$ cat src/rtl/spi_map_burst.sv
// SPI-driven register map: command byte selects address/direction, then a burst of
// data bytes writes registers or streams register values out, with optional auto-increment.
module spi_map_burst #(
   parameter int                  NREG    = 16,
   parameter logic [NREG-1:0]     RO_MASK = '0,
   parameter logic [8*NREG-1:0]   RST_VAL = '0
) (
   input  logic                i_clk,
   input  logic                i_rst,
   input  logic                i_spi_active,
   input  logic                i_rx_valid,
   input  logic [7:0]          vi_data_rx,
   input  logic                i_err_clr,
   input  logic [8*NREG-1:0]   vi_ro_data,
   output logic [8*NREG-1:0]   vo_rw_data,
   output logic [NREG-1:0]     vo_wr_strobe,
   output logic [NREG-1:0]     vo_rd_strobe,
   output logic [7:0]          vo_data_tx,
   output logic                o_err
);

   localparam int AW = (NREG > 1) ? $clog2(NREG) : 1;

   typedef enum logic [2:0] {IDLE, CMD, WR, RD, DRAIN} state_e;

   state_e               state_q;
   logic [AW-1:0]        addr_q;
   logic                 inc_q;
   logic                 arm_q;
   logic [NREG-1:0][7:0] regs_q;

   logic [NREG-1:0][7:0] ro_v;
   logic [AW-1:0]        addr_d;
   logic [AW-1:0]        cmd_addr;
   logic                 rx;
   logic                 cmd_bad;
   logic                 err_ev;

   assign ro_v     = vi_ro_data;
   assign rx       = i_rx_valid & i_spi_active;
   assign cmd_bad  = {1'b0, vi_data_rx[5:0]} >= 7'(NREG);
   assign cmd_addr = vi_data_rx[AW-1:0];
   assign addr_d   = !inc_q ? addr_q :
                     (addr_q == AW'(NREG-1)) ? '0 : addr_q + AW'(1);
   assign err_ev   = rx && ((state_q == CMD && cmd_bad) ||
                            (state_q == WR && RO_MASK[addr_q]));

   function automatic logic [7:0] rd_val(input logic [AW-1:0] a);
      return RO_MASK[a] ? ro_v[a] : regs_q[a];
   endfunction

   for (genvar k = 0; k < NREG; k++) begin : g_out
      assign vo_rw_data[8*k +: 8] = RO_MASK[k] ? 8'h00 : regs_q[k];
   end

   // arm_q marks that chip-select was low last cycle, so a burst only starts on a
   // fresh rising edge (a reset mid-burst with chip-select still high stays idle).
   always_ff @(posedge i_clk or posedge i_rst) begin
      if (i_rst) begin
         state_q      <= IDLE;
         addr_q       <= '0;
         inc_q        <= 1'b0;
         arm_q        <= 1'b0;
         regs_q       <= RST_VAL;
         vo_data_tx   <= 8'h00;
         vo_wr_strobe <= '0;
         vo_rd_strobe <= '0;
         o_err        <= 1'b0;
      end else begin
         vo_wr_strobe <= '0;
         vo_rd_strobe <= '0;
         arm_q        <= ~i_spi_active;
         o_err        <= err_ev | (o_err & ~i_err_clr);
         if (state_q != IDLE && !i_spi_active) begin
            state_q <= IDLE;
         end else begin
            case (state_q)
               IDLE: if (i_spi_active && arm_q) state_q <= CMD;
               CMD: begin
                  if (rx) begin
                     if (cmd_bad) begin
                        state_q <= DRAIN;
                     end else begin
                        addr_q <= cmd_addr;
                        inc_q  <= vi_data_rx[6];
                        if (vi_data_rx[7]) begin
                           state_q <= WR;
                        end else begin
                           vo_data_tx             <= rd_val(cmd_addr);
                           vo_rd_strobe[cmd_addr] <= 1'b1;
                           state_q                <= RD;
                        end
                     end
                  end
               end
               WR: begin
                  if (rx) begin
                     if (!RO_MASK[addr_q]) begin
                        regs_q[addr_q]       <= vi_data_rx;
                        vo_wr_strobe[addr_q] <= 1'b1;
                     end
                     addr_q <= addr_d;
                  end
               end
               RD: begin
                  if (rx) begin
                     addr_q               <= addr_d;
                     vo_data_tx           <= rd_val(addr_d);
                     vo_rd_strobe[addr_d] <= 1'b1;
                  end
               end
               DRAIN: ;
               default: state_q <= IDLE;
            endcase
         end
      end
   end

endmodule

$ cat config.mk
export PLATFORM = sky130hd
export DESIGN_NAME = spi_map_burst
export DESIGN_NICKNAME = d
export VERILOG_FILES = /design/src/rtl/spi_map_burst.sv
export SDC_FILE = /design/constraint.sdc
export NUM_CORES = 1
export LEC_CHECK = 0
export ABC_AREA = 1
export BUFFER_PORTS_ARGS = -buffer_cell sky130_fd_sc_hd__buf_2
export CAP_MARGIN = 20
export CELL_PAD_IN_SITES_DETAIL_PLACEMENT = 1
export CELL_PAD_IN_SITES_GLOBAL_PLACEMENT = 1
export CORE_ASPECT_RATIO = 0.75
export CORE_UTILIZATION = 36
export DETAILED_ROUTE_END_ITERATION = 10
export PLACE_DENSITY = 0.86
export SLEW_MARGIN = 40
export SYNTH_ARGS = -nofsm -noshare
export SYNTH_HDL_FRONTEND = slang
export SYNTH_SLANG_ARGS = --single-unit
export TNS_END_PERCENT = 50
$ cat constraint.sdc
create_clock -name i_clk -period 7.9 [get_ports i_clk]
set_input_delay 1.58 -clock i_clk [delete_from_list [all_inputs] [get_ports i_clk]]
set_output_delay 1.58 -clock i_clk [all_outputs]
set_load 0.02 [all_outputs]
==> qor.yml <==
status: "finished clean"
syn-mean-instance-area_sq_um: 7.13
hpwl_microns: 28600
antenna_found_initial: 2
synth_cell_types: 31
via_per_inst: 5.55
synth_top_area_cell: "dfrtp_1"
p_int_w: 0.00170
worst_slew_pin_slew_ns: 0.890
netlist_area_sq_um: 9590
cts_buffer_depth: 2
numCtsBuffers: 17
max_stage_delay_ns: 0.59
drc_errors: 0
crit_required_ns: 8.21
path_cells: "buf_2, buf_4, inv_1, buf_4, nand2_1, clkinv_1, nand2_1, nand3_1, nand2_1, nand3_1, o21ai_0, o21bai_1, nand2_1"
cts-hold-fix-buffers: 0
drive_above_1_share_pct: 19.1
final_util_pct: 43.3
first_pass_iters: 5
fp.dieH_microns: 143
cellLeakagePower_nw: 6.06
path_clk_slew_ns: 0.06
yosysWarnings: 0
cts_setup_buffers: 0
area_growth_pct: 17.6
htreeDepth: 4
fmax_mhz: 251
dieArea_sq_um: 27300
grt_usage_pct: 30.6
setup_viol: 0
fin_crit_ns: 3.98
pwr-share-comb_pct: 38.6
initial_core_util_pct: 36.8
synth_seq_cells: 178
grt_pass1_vias: 10093
seq_power_share_pct: 35.2
clockPowerShare_pct: 26.2
ys_seq_area_share_pct: 46.4
peakVddDrop_mv: 0.290
crit_top_cell: "nand2_1"
num_rows: 51
grt_first_pass_wirelength_microns: 61500
cts_tree: "yes"
core_sq_um: 26000
die_w_microns: 190
first_iter_violations: 959
final_nets: 1635
p_sw_w: 0.00144
ant_nets: 0
cp_max_fo: 32
slew_viol_final: 0
fin_cells: 1847
cts_resized: 0
wl_per_cell_microns: 22.1
io_buffer_count: 181
maxSlewHeadroom_pct: 40.6
dpl.cell_count: 1815
clockRootBuffer: "clkbuf_16"
yosys-top-cells-area: "dfrtp_1 46%, nand2_1 25%, nand3_1 5.2%"
hold_violations: 0
crit_type: "in -> reg"
start_kind: "input pin"
p_sw_share_pct: 46.0
powerDensity_nw_per_um2: 278
cp.arrival_ns: 4.29
critical-path-slowest-cell: "clkinv_1"
grt_max_degree: 104
cap_violations: 0
skew_ns: 0.0195
cts_sinks: 178
clock_latency_ns: 0.46
period_share_pct: 50.3
syn_nets: 1490
syn-instance-count: 1345
rsz0062_at_grt: "no"
place.gp.congestion: 0.941
crit_path_end_kind: "flip-flop"
ios: 310
setup_tns_ns: 0
finalWirelength_microns: 40700
hp-class: "reg -> reg"
synth_top_area_share_pct: 46.4
overflow: 0
num_vias: 10255
hold_slack_ns: 0.480
## flip-flops by register name, summed over array words and instances, names as in the netlist
register,flops
state_q,3
arm_q,1
inc_q,1
addr_q,4
vo_wr_strobe,16
o_err,1
vo_data_tx,8
vo_rd_strobe,16
vo_rw_data,128
## power by group through the flow
stage	combinational [W]	sequential, W	clock [W]
2_1_floorplan	0.000713	0.00115	0
5_1_grt	0.00130	0.00111	0.000866
4_1_cts	0.00119	0.00110	0.000831
3_5_place_dp	0.00118	0.00112	0
6_report	0.00121	0.00110	0.000823
3_3_place_gp	0.00115	0.00111	0
## path summary, 6_finish.rpt
| path | startpoint | end | slack [ns] | cells after the start |
|---|---|---|---|---|
| max | vi_data_rx[1] | vo_data_tx[5] | 3.92 | 13 |
| min | vo_data_tx[0] | vo_data_tx[0] | 0.48 | 2 |
| max reg2reg | addr_q[0] | vo_data_tx[7] | 4.73 | 13 |
| min reg2reg | vo_data_tx[0] | vo_data_tx[0] | 0.48 | 2 |
| max in group asynchronous | i_rst | vo_rd_strobe[10] | 5.43 | 3 |
| min in group asynchronous | i_rst | vo_rw_data[38] | 1.24 | 2 |
## layout make-up
class,instances,area (sq um)
fill,3360,14800
tap,344,430
inverter,82,318
timing repair buffer,194,1010
antenna,1,2.50
sequential,178,4450
clock buffer,18,429
multi-input combinational,1017,4530
clock inverter,13,115
## critical path, delay by kind of cell
family	cells	cell delay [ns]
simple gates	6	0.80
buf+inv	5	1.43
compound gates	2	0.43
## Yosys cell counts (all sizes together)
master / count
o22ai: 8
o21ai: 177
or2: 1
nor2: 52
nand3: 100
clkinv: 1
a31oi: 1
nor3: 4
ha: 4
a21oi: 4
inv: 81
o21bai: 8
o32ai: 2
nand2: 646
clkbuf: 25
o211ai: 2
buf: 43
nand4: 8
dfrtp: 178
## metrics by stage
step	cell area [sq um]	setup WS, ns	total power [W]
6_report	11300	3.92	0.00314
5_1_grt	11300	3.83	0.00327
4_1_cts	11300	4.01	0.00312
3_5_place_dp	10700	3.56	0.00230
3_3_place_gp	10700	3.53	0.00226
2_1_floorplan	9590	1.49	0.00187
## cell usage in the layout, fill, tap and decap left out, types with 3 or more instances in the layout
| cell type | instances |
|---|---|
| buf_2 | 181 |
| nand4_1 | 8 |
| clkinvlp_4 | 7 |
| o21ai_1 | 88 |
| clkinv_2 | 3 |
| inv_2 | 18 |
| clkbuf_16 | 17 |
| o21ai_2 | 11 |
| nand3_1 | 100 |
| nor3_4 | 3 |
| nor2_2 | 14 |
| nand2_4 | 3 |
| o22ai_1 | 8 |
| buf_4 | 12 |
| nor2_4 | 9 |
| a21oi_1 | 4 |
| ha_1 | 4 |
| nor2_1 | 28 |
| dfrtp_1 | 178 |
| o21ai_0 | 78 |
| inv_1 | 61 |
| nand2_1 | 642 |
| o21bai_1 | 8 |
## cells by family (layout without fill, tap and decap cells)
kind of cell,count (synthesis),in the layout,synth area share [%]
buffers and inverters,150,307,6.55
adder cells (fa/ha/maj),4,4,0.522
other,0,1,0
AO/OA/AOI/OAI,202,202,11.4
flip-flops,178,178,46.4
AND/OR/NAND/NOR,811,811,35.1
## metal layers
layer | share of wire (%) | vias to the layer above | GRT usage [%]
met5 | 0.064 | - | 0
met4 | 2.7 | 4 | 10.7
met3 | 11 | 87 | 9.55
met2 | 43 | 519 | 44.7
met1 | 44 | 5077 | 42.3
li1 | - | 4568 | -
No activity file was read; power rests on OpenSTA's default activity.
